File: src/rtl/ring_token_monitor_if.sv
// Connection bundle between a one-hot ring counter tap and the token monitor.
// The master side supplies the sampled ring stages and the clear strobe; the slave reports status.
interface ring_token_monitor_if #(
    parameter int WIDTH = 4,
    parameter int REV_W = 8,
    parameter int ERR_W = 4
);
    localparam int POS_W = $clog2(WIDTH);

    logic [WIDTH-1:0] ring_in;
    logic             clr;
    logic [POS_W-1:0] pos;
    logic             pos_vld;
    logic             rev_tick;
    logic [REV_W-1:0] rev_cnt;
    logic             locked;
    logic             err;
    logic             err_sticky;
    logic [ERR_W-1:0] err_cnt;

    modport master (
        output ring_in,
        output clr,
        input  pos,
        input  pos_vld,
        input  rev_tick,
        input  rev_cnt,
        input  locked,
        input  err,
        input  err_sticky,
        input  err_cnt
    );

    modport slave (
        input  ring_in,
        input  clr,
        output pos,
        output pos_vld,
        output rev_tick,
        output rev_cnt,
        output locked,
        output err,
        output err_sticky,
        output err_cnt
    );
endinterface

File: src/rtl/ring_token_monitor.sv
// Observes a one-hot ring counter, encodes the token position, checks single-stage advance,
// counts revolutions, declares lock after clean revolutions and logs ring-rule violations.
module ring_token_monitor #(
    parameter int WIDTH    = 4,
    parameter int REV_W    = 8,
    parameter int ERR_W    = 4,
    parameter int LOCK_CNT = 2
) (
    input  logic                clk,
    input  logic                n_rst,
    ring_token_monitor_if.slave mon
);
    localparam int POS_W = $clog2(WIDTH);
    localparam int CNT_W = $clog2(WIDTH + 1);
    localparam int GR_W  = 4;

    localparam logic [POS_W-1:0] LAST_POS = POS_W'(WIDTH - 1);
    localparam logic [ERR_W-1:0] ERR_MAX  = '1;
    localparam logic [GR_W-1:0]  LOCK_TGT = GR_W'(LOCK_CNT);

    typedef enum logic [1:0] {
        ST_IDLE   = 2'd0,
        ST_TRACK  = 2'd1,
        ST_LOCKED = 2'd2
    } state_e;

    typedef enum logic [1:0] {
        CLS_ZERO  = 2'd0,
        CLS_ONE   = 2'd1,
        CLS_MULTI = 2'd2
    } class_e;

    state_e           state_q, state_d;
    logic [POS_W-1:0] prev_pos_q, prev_pos_d;
    logic [GR_W-1:0]  good_rev_q, good_rev_d;
    logic [POS_W-1:0] pos_q, pos_d;
    logic             pos_vld_q, pos_vld_d;
    logic             rev_tick_q, rev_tick_d;
    logic [REV_W-1:0] rev_cnt_q, rev_cnt_d;
    logic             locked_q, locked_d;
    logic             err_q, err_d;
    logic             err_sticky_q, err_sticky_d;
    logic [ERR_W-1:0] err_cnt_q, err_cnt_d;

    logic [CNT_W-1:0] bit_cnt;
    logic [POS_W-1:0] one_idx;
    class_e           cls;
    logic [POS_W-1:0] next_pos;
    logic             step_wraps;
    logic             good_step;

    // Population count plus the index of the set bit; the index is only meaningful for CLS_ONE.
    always_comb begin
        bit_cnt = '0;
        one_idx = '0;
        for (int k = 0; k < WIDTH; k++) begin
            if (mon.ring_in[k]) begin
                bit_cnt = bit_cnt + CNT_W'(1);
                one_idx = POS_W'(k);
            end
        end
        if (bit_cnt == '0) begin
            cls = CLS_ZERO;
        end else if (bit_cnt == CNT_W'(1)) begin
            cls = CLS_ONE;
        end else begin
            cls = CLS_MULTI;
        end
    end

    // Explicit modulo so non-power-of-two rings wrap at WIDTH-1.
    assign step_wraps = (prev_pos_q == LAST_POS);
    assign next_pos   = step_wraps ? '0 : prev_pos_q + POS_W'(1);
    assign good_step  = (cls == CLS_ONE) && (one_idx == next_pos);

    // FSM next-state and token tracking.
    always_comb begin
        // NOTE: every signal gets a default before the case so no path leaves one unassigned (no latches).
        state_d    = state_q;
        prev_pos_d = prev_pos_q;
        good_rev_d = good_rev_q;
        rev_tick_d = 1'b0;
        err_d      = 1'b0;

        unique case (state_q)
            ST_IDLE: begin
                if (cls == CLS_ONE) begin
                    state_d    = ST_TRACK;
                    prev_pos_d = one_idx;
                end else if (cls == CLS_MULTI) begin
                    err_d = 1'b1;
                end
            end
            ST_TRACK, ST_LOCKED: begin
                if (good_step) begin
                    prev_pos_d = one_idx;
                    if (step_wraps) begin
                        rev_tick_d = 1'b1;
                        if (good_rev_q < LOCK_TGT) begin
                            good_rev_d = good_rev_q + GR_W'(1);
                        end
                    end
                    if (good_rev_d == LOCK_TGT) begin
                        state_d = ST_LOCKED;
                    end
                end else begin
                    err_d      = 1'b1;
                    good_rev_d = '0;
                    if (cls == CLS_ONE) begin
                        state_d    = ST_TRACK;
                        prev_pos_d = one_idx;
                    end else begin
                        state_d = ST_IDLE;
                    end
                end
            end
            default: begin
                state_d    = ST_IDLE;
                good_rev_d = '0;
            end
        endcase

        locked_d = (state_d == ST_LOCKED);
    end

    // Position encode, revolution and error bookkeeping; clr overrides same-cycle updates.
    always_comb begin
        pos_d        = pos_q;
        pos_vld_d    = (cls == CLS_ONE);
        rev_cnt_d    = rev_cnt_q;
        err_cnt_d    = err_cnt_q;
        err_sticky_d = err_sticky_q;

        if (cls == CLS_ONE) begin
            pos_d = one_idx;
        end
        if (rev_tick_d) begin
            rev_cnt_d = rev_cnt_q + REV_W'(1);
        end
        if (err_d) begin
            err_sticky_d = 1'b1;
            if (err_cnt_q != ERR_MAX) begin
                err_cnt_d = err_cnt_q + ERR_W'(1);
            end
        end
        if (mon.clr) begin
            rev_cnt_d    = '0;
            err_cnt_d    = '0;
            err_sticky_d = 1'b0;
        end
    end

    always_ff @(posedge clk or negedge n_rst) begin
        if (!n_rst) begin
            state_q      <= ST_IDLE;
            prev_pos_q   <= '0;
            good_rev_q   <= '0;
            pos_q        <= '0;
            pos_vld_q    <= 1'b0;
            rev_tick_q   <= 1'b0;
            rev_cnt_q    <= '0;
            locked_q     <= 1'b0;
            err_q        <= 1'b0;
            err_sticky_q <= 1'b0;
            err_cnt_q    <= '0;
        end else begin
            // NOTE: non-blocking so every flop samples the pre-edge value of the others.
            state_q      <= state_d;
            prev_pos_q   <= prev_pos_d;
            good_rev_q   <= good_rev_d;
            pos_q        <= pos_d;
            pos_vld_q    <= pos_vld_d;
            rev_tick_q   <= rev_tick_d;
            rev_cnt_q    <= rev_cnt_d;
            locked_q     <= locked_d;
            err_q        <= err_d;
            err_sticky_q <= err_sticky_d;
            err_cnt_q    <= err_cnt_d;
        end
    end

    assign mon.pos        = pos_q;
    assign mon.pos_vld    = pos_vld_q;
    assign mon.rev_tick   = rev_tick_q;
    assign mon.rev_cnt    = rev_cnt_q;
    assign mon.locked     = locked_q;
    assign mon.err        = err_q;
    assign mon.err_sticky = err_sticky_q;
    assign mon.err_cnt    = err_cnt_q;

endmodule
File: src/flat_wrapper.sv
// flat-port wrapper written by rule: the top's interface ports become plain ports
module ring_token_monitor_flat 
#(
    parameter int WIDTH    = 4,
    parameter int REV_W    = 8,
    parameter int ERR_W    = 4,
    parameter int LOCK_CNT = 2
)
  (clk, n_rst, mon_ring_in, mon_clr, mon_pos, mon_pos_vld, mon_rev_tick, mon_rev_cnt, mon_locked, mon_err, mon_err_sticky, mon_err_cnt);
  ring_token_monitor_if #(.WIDTH(WIDTH), .REV_W(REV_W), .ERR_W(ERR_W)) mon_i ();
  input  logic clk;
  input  logic n_rst;
  input wire logic [$bits(mon_i.ring_in)-1:0] mon_ring_in;
  input wire logic [$bits(mon_i.clr)-1:0] mon_clr;
  output wire logic [$bits(mon_i.pos)-1:0] mon_pos;
  output wire logic [$bits(mon_i.pos_vld)-1:0] mon_pos_vld;
  output wire logic [$bits(mon_i.rev_tick)-1:0] mon_rev_tick;
  output wire logic [$bits(mon_i.rev_cnt)-1:0] mon_rev_cnt;
  output wire logic [$bits(mon_i.locked)-1:0] mon_locked;
  output wire logic [$bits(mon_i.err)-1:0] mon_err;
  output wire logic [$bits(mon_i.err_sticky)-1:0] mon_err_sticky;
  output wire logic [$bits(mon_i.err_cnt)-1:0] mon_err_cnt;
  assign mon_i.ring_in = mon_ring_in;
  assign mon_i.clr = mon_clr;
  assign mon_pos = mon_i.pos;
  assign mon_pos_vld = mon_i.pos_vld;
  assign mon_rev_tick = mon_i.rev_tick;
  assign mon_rev_cnt = mon_i.rev_cnt;
  assign mon_locked = mon_i.locked;
  assign mon_err = mon_i.err;
  assign mon_err_sticky = mon_i.err_sticky;
  assign mon_err_cnt = mon_i.err_cnt;
  ring_token_monitor #(.WIDTH(WIDTH), .REV_W(REV_W), .ERR_W(ERR_W), .LOCK_CNT(LOCK_CNT)) u_core (.clk(clk), .n_rst(n_rst), .mon(mon_i));
endmodule
File: config.mk
export PLATFORM = sky130hd
export DESIGN_NAME = ring_token_monitor_flat
export DESIGN_NICKNAME = d
export VERILOG_FILES = /design/src/rtl/ring_token_monitor_if.sv /design/src/rtl/ring_token_monitor.sv /design/src/flat_wrapper.sv
export SDC_FILE = /design/constraint.sdc
export NUM_CORES = 1
export LEC_CHECK = 0
export CORE_MARGIN = 2
export CORE_UTILIZATION = 50
export CTS_CLUSTER_DIAMETER = 120
export DETAILED_ROUTE_END_ITERATION = 10
export PLACE_DENSITY = 0.82
export SYNTH_ARGS = -nofsm -noshare
export SYNTH_HDL_FRONTEND = slang
export SYNTH_SLANG_ARGS = --single-unit
File: constraint.sdc
create_clock -name clk -period 3.9 [get_ports clk]
set_input_delay 0.975 -clock clk [delete_from_list [all_inputs] [get_ports clk]]
set_output_delay 0.975 -clock clk [all_outputs]
set_load 0.005 [all_outputs]
==> flow_metrics.env, run 1 <==
export IMPL_status="completed"
export IMPL_path_class="in -> reg"
export IMPL_initial_utilization_pct=52.8
export IMPL_cts_setup_buffers=0
export IMPL_critical_path_required_ns=4.17
export IMPL_cts_tree="done"
export IMPL_cp_cell_sequence="clkdlybuf4s50_1, inv_1, ha_1, xor2_2, ha_1, nand2_1, xnor2_2, and4_4, nand4_4, or3_1, a21oi_1"
export IMPL_synth_top_cell_area_share_pct=41.9
export IMPL_cp_top_family="simple AND/OR/NAND/NOR gates"
export IMPL_seq_area_frac_synth_pct=41.9
export IMPL_num_antenna_cells=0
export IMPL_async_flop_share_pct=100
export IMPL_multi_input_area_um2=848
export IMPL_drt_iter0_markers=32
export IMPL_areaGrowthSynthToFinish_pct=18.6
export IMPL_clkTransAtPathRegs_ns=0.16
export IMPL_powerDensity_nw_per_um2=462
export IMPL_cts_buffers=3
export IMPL_ctsHoldBuffers=0
export IMPL_die_w_um=60.8
export IMPL_core_um2=3050
export IMPL_drc=0
export IMPL_ir_worst_vdd_mv=0.330
export IMPL_worstMarginPinSlew_ns=0.569
export IMPL_grt_pass1_wl_um=5420
export IMPL_vias=1348
export IMPL_grt_max_degree=28
export IMPL_synth_top_cell_by_area="dfrtp_1"
export IMPL_first_pass_iters=4
export IMPL_nNetsFinal=213
export IMPL_final_cell_area_um2=1910
export IMPL_regArea_um2=676
export IMPL_setup_ws_ns=0.569
export IMPL_wirelength_um=3370
export IMPL_clk_latency_ns=0.33
export IMPL_tns_ns=0
export IMPL_hold_viol_final=0
export IMPL_place_worst_setup_slack_ns=0.228
export IMPL_hold_worst_slack_ns=0.513
export IMPL_die_h_um=60.8
export IMPL_hold_path_class="reg -> reg"
export IMPL_final_cell_mix="27 x nor2_1, 27 x dfrtp_1, 25 x clkdlybuf4s50_1, 16 x nand2_1, 10 x a21oi_1"
export IMPL_ant_nets=0
export IMPL_fmax_mhz=300
export IMPL_htreeDepth=1
export IMPL_final_cells=240
export IMPL_grt_pass1_vias=1224
export IMPL_min_period_ns=3.33
export IMPL_cellLeakagePower_nw=0.852
export IMPL_critPathBufInv=2
export IMPL_root_buffer="clkbuf_4"
export IMPL_num_rows=20
export IMPL_synth_distinct_cells=47
export IMPL_arrival_ns=3.60
export IMPL_skew_ns=0.00548
export IMPL_drive_gt1_share_pct=10.2
export IMPL_rsz0062_at_grt="no"
export IMPL_slowest_stage="clkdlybuf4s50_1"
export IMPL_ys_seq_elements=27
export IMPL_syn_area_per_cell_um2=9.48
export IMPL_finalMaxSlewViolations=0
export IMPL_portBuffers=25
export IMPL_post_cts_resized=0
export IMPL_syn_num_nets=186
export IMPL_synth_cells=170
export IMPL_syn_area_um2=1610
export IMPL_setup_worst_path_end_class="register"
export IMPL_place_area_um2=1880
export IMPL_grt_antenna_before_repair=0
export IMPL_cts_sinks=27
export IMPL_via_per_inst=5.62
export IMPL_cap_violations=0
export IMPL_die_area_um2=3690
export IMPL_fillCellCount=272
export IMPL_synth_edf_count=0
export IMPL_max_stage_delay_ns=0.51
export IMPL_synth_ff_type="dfrtp_1"
export IMPL_io_pins=26
export IMPL_yosysWarningCount=0
export IMPL_fin_crit_sh_pct=85.4
export IMPL_dp_hpwl_um=2550
export IMPL_gr_total_overflow=0
export IMPL_wl_per_cell_um=14.1
export IMPL_crit_fanout=6
export IMPL_cp_common_cell="ha_1"
export IMPL_finalSetupViolCount=0
export IMPL_start_kind="primary input"
export IMPL_dp_cells=236
export IMPL_slew_headroom_pct=62.0
export IMPL_clockBufferDepth=2
export IMPL_synth_area_leaders="dfrtp_1 42%, ha_1 7.0%, nor2_1 6.3%"
export IMPL_grtUsageTotal_pct=19.5
export IMPL_place_congestion=0.797
final cells by class:
| cell class | count | share of cell area [%] |
|---|---|---|
| multi-input combinational | 128 | 44.4 |
| sequential | 27 | 35.3 |
| timing repair buffer | 27 | 13.9 |
| tap | 44 | 2.88 |
| inverter | 10 | 1.96 |
| clock buffer | 3 | 1.18 |
| clock inverter | 1 | 0.393 |
worst min-delay path: stages (launching register included):
cell,delay (ns)
dfrtp_1,0.38
nand2_1,0.05
o21ai_0,0.06
cells in the mapped netlist, types with 2 or more instances:
cell and count:
a21o_1 2, a21oi_1 10, a21oi_2 2, a31o_2 2, a31oi_1 2, and2_1 2
and2_2 2, buf_6 2, dfrtp_1 27, ha_1 9, inv_1 9, mux2i_1 3
nand2_1 16, nand2b_1 3, nand3_1 2, nand3_2 2, nand4_1 5, nand4b_1 2
nor2_1 27, nor4_1 2, o21ai_0 6, or3_1 5, xnor2_1 2, xor2_1 3
power by group:
group          switching [W]  leakage, nW  internal, W  total [W]
Sequential         0.0000357        0.357     0.000326   0.000362
Combinational       0.000215        0.481     0.000178   0.000393
Clock              0.0000900       0.0139    0.0000393   0.000129
Total               0.000341        0.852     0.000543   0.000884
registers in the layout, indices dropped and copies added (netlist names), 2 cells and up, named ones only:
register            flops
u_core.mon.err_cnt      4
u_core.mon.pos          2
u_core.mon.rev_cnt      8
u_core.state_q          2
u_core.good_rev_q       4
routing by layer:
layer	routed length [um]	vias up	GRT usage, %
met5	0	-	0
met4	41	0	6.21
met3	124	4	2.99
met2	1660	35	32.6
met1	1540	656	26.1
li1	-	653	-
cell families (layout without fill, tap and decap cells):
kind of cell	Yosys count	count (layout)	share of synthesized area [%]
AO/OA/AOI/OAI	35	35	14.6
XOR/XNOR	7	7	4.74
adder cells (fa/ha/maj)	9	9	6.99
buffers and inverters	15	41	5.43
flip-flops	27	27	41.9
multiplexers	3	3	1.86
AND/OR/NAND/NOR	74	74	24.5
through the flow:
stage               power (W)  util [%]
floorplan            0.000626         -
global placement     0.000738      61.6
detailed placement   0.000758      61.6
CTS                  0.000886      62.6
global route         0.000946      62.6
finish               0.000884      62.6
path summary, 6_finish.rpt:
path | from | to | slack, ns | cells past startpoint
hold reg to reg | u_core.mon.pos[0] | u_core.mon.pos[0] | 0.51 | 2
max in group asynchronous | n_rst | asynchronous set/reset pin | 2.65 | 2
setup reg to reg | register | u_core.mon.rev_cnt[1] | 1.59 | 7
min in group asynchronous | n_rst | u_core.mon.rev_cnt[1] | 1.00 | 2
setup / recovery | mon_ring_in[1] | u_core.mon.rev_cnt[4] | 0.57 | 11
hold / removal | u_core.mon.pos[0] | u_core.mon.pos[0] | 0.51 | 2
Note: power is estimated with default switching activity, not from simulation.
==> inputs of run 2 (changes only) <==
--- a/config.mk
+++ b/config.mk
@@ -5,11 +5,11 @@
 export SDC_FILE = /design/constraint.sdc
 export NUM_CORES = 1
 export LEC_CHECK = 0
-export CORE_MARGIN = 2
 export CORE_UTILIZATION = 50
 export CTS_CLUSTER_DIAMETER = 120
 export DETAILED_ROUTE_END_ITERATION = 10
 export PLACE_DENSITY = 0.82
+export SLEW_MARGIN = 20
 export SYNTH_ARGS = -nofsm -noshare
 export SYNTH_HDL_FRONTEND = slang
 export SYNTH_SLANG_ARGS = --single-unit
==> run 2 against run 1 <==
  * Clock-buffer cell count unchanged
  * Final area down 0.13%
  * Power down 1.0%
  * Clock power down 3%
==> flow_metrics.env, run 2 (same netlist as run 1, synthesis figures left out) <==
export IMPL_status="completed"
export IMPL_drive_gt1_share_pct=10.2
export IMPL_cellLeakagePower_nw=0.856
export IMPL_cap_violations=0
export IMPL_dp_hpwl_um=2490
export IMPL_fin_crit_sh_pct=86.3
export IMPL_nNetsFinal=213
export IMPL_hold_path_class="reg -> reg"
export IMPL_tns_ns=0
export IMPL_largest_reg_flops=8
export IMPL_dp_cells=236
export IMPL_power_total_w=0.000875
export IMPL_io_pins=26
export IMPL_path_class="in -> reg"
export IMPL_final_cell_mix="27 x nor2_1, 27 x dfrtp_1, 25 x clkdlybuf4s50_1, 16 x nand2_1, 10 x a21oi_1"
export IMPL_die_w_um=58.8
export IMPL_clk_latency_ns=0.32
export IMPL_grt_antenna_before_repair=0
export IMPL_final_cells=240
export IMPL_min_period_ns=3.37
export IMPL_rsz0062_at_grt="no"
export IMPL_first_pass_iters=4
export IMPL_setup_worst_path_end_class="register"
export IMPL_cts_setup_buffers=0
export IMPL_post_route_util_pct=62.5
export IMPL_start_kind="primary input"
export IMPL_grt_pass1_wl_um=5490
export IMPL_via_per_inst=5.63
export IMPL_hold_viol_final=0
export IMPL_ir_worst_vdd_mv=0.297
export IMPL_core_um2=3050
export IMPL_wirelength_um=3310
export IMPL_die_h_um=58.8
export IMPL_initial_utilization_pct=52.8
export IMPL_areaGrowthSynthToFinish_pct=18.5
export IMPL_cts_buffers=3
export IMPL_portBuffers=25
export IMPL_finalMaxSlewViolations=0
export IMPL_gr_total_overflow=0
export IMPL_grt_pass1_vias=1297
export IMPL_skew_ns=0.00185
export IMPL_cts_tree="done"
export IMPL_cts_sinks=27
export IMPL_num_rows=20
export IMPL_post_cts_resized=0
export IMPL_num_antenna_cells=0
export IMPL_slew_headroom_pct=65.0
export IMPL_place_congestion=0.804
export IMPL_finalSetupViolCount=0
export IMPL_htreeDepth=1
export IMPL_fmax_mhz=297
export IMPL_clockBufferDepth=2
export IMPL_grtUsageTotal_pct=20.5
export IMPL_ctsHoldBuffers=0
export IMPL_die_area_um2=3450
export IMPL_grt_max_degree=28
export IMPL_crit_fanout=6
export IMPL_worstMarginPinSlew_ns=0.524
export IMPL_arrival_ns=3.62
export IMPL_clkTransAtPathRegs_ns=0.15
export IMPL_vias=1352
export IMPL_root_buffer="clkbuf_4"
export IMPL_wl_per_cell_um=13.8
export IMPL_ant_nets=0
export IMPL_critical_path_required_ns=4.15
export IMPL_drc=0
export IMPL_powerDensity_nw_per_um2=458
export IMPL_drt_iter0_markers=43
## run 2: area by class of cell
type                    count  area [um^2]
well taps                  44         55.1
inverters                  10         37.5
repair buffers             27          265
multi-input cells         128          848
clock inverters             1         5.00
clock buffers               3         22.5
flip-flops and latches     27          676
fillers                   272         1140
## run 2: where the power goes
group          leakage (nW)  internal, W  total (W)  switching [W]
logic                 0.481     0.000176   0.000388       0.000211
clock network        0.0177    0.0000385   0.000125      0.0000863
registers             0.357     0.000326   0.000362      0.0000361
## run 2: worst max-delay path: stages
cell	delay (ns)
clkdlybuf4s50_1	0.51
inv_1	0.07
ha_1	0.41
xor2_2	0.20
ha_1	0.18
nand2_1	0.08
xnor2_2	0.25
and4_4	0.30
nand4_4	0.13
or3_1	0.35
a21oi_1	0.16
## run 2: path summary, 6_finish.rpt
check | from | to | depth (start not counted) | slack (ns)
setup / recovery | mon_ring_in[1] | u_core.mon.rev_cnt[4] | 11 | 0.53
min in group asynchronous | n_rst | u_core.good_rev_q[1] | 2 | 1.00
max in group asynchronous | n_rst | u_core.mon.err_sticky | 2 | 2.64
hold reg to reg | u_core.mon.pos[0] | u_core.mon.pos[0] | 2 | 0.52
setup reg to reg | register | u_core.mon.rev_cnt[1] | 7 | 1.54
hold / removal | u_core.mon.pos[0] | u_core.mon.pos[0] | 2 | 0.52
## run 2: through the flow
stage	hold WS (ns)	area [um^2]	setup slack, ns
after floorplan	0.464	1610	0.983
after detailed placement	0.482	1880	0.214
after CTS	0.520	1910	0.552
after global placement	0.472	1880	0.344
after global routing	0.554	1910	0.385
final	0.517	1910	0.533
## run 2: layer usage
metal	vias up	global-route usage (%)	routed length [um]
met1	655	24.8	1440
met2	42	37.3	1670
met4	0	6.80	53
li1	647	-	-
met3	8	2.64	144
met5	-	0	0
==> inputs of run 3 (changes only) <==
--- a/config.mk
+++ b/config.mk
@@ -7,6 +7,7 @@
 export LEC_CHECK = 0
 export CORE_UTILIZATION = 50
 export CTS_CLUSTER_DIAMETER = 120
+export CTS_CLUSTER_SIZE = 28
 export DETAILED_ROUTE_END_ITERATION = 10
 export PLACE_DENSITY = 0.82
 export SLEW_MARGIN = 20
==> results of run 3 <==
Final layout, timing and power as in run 2 (identical DEF).
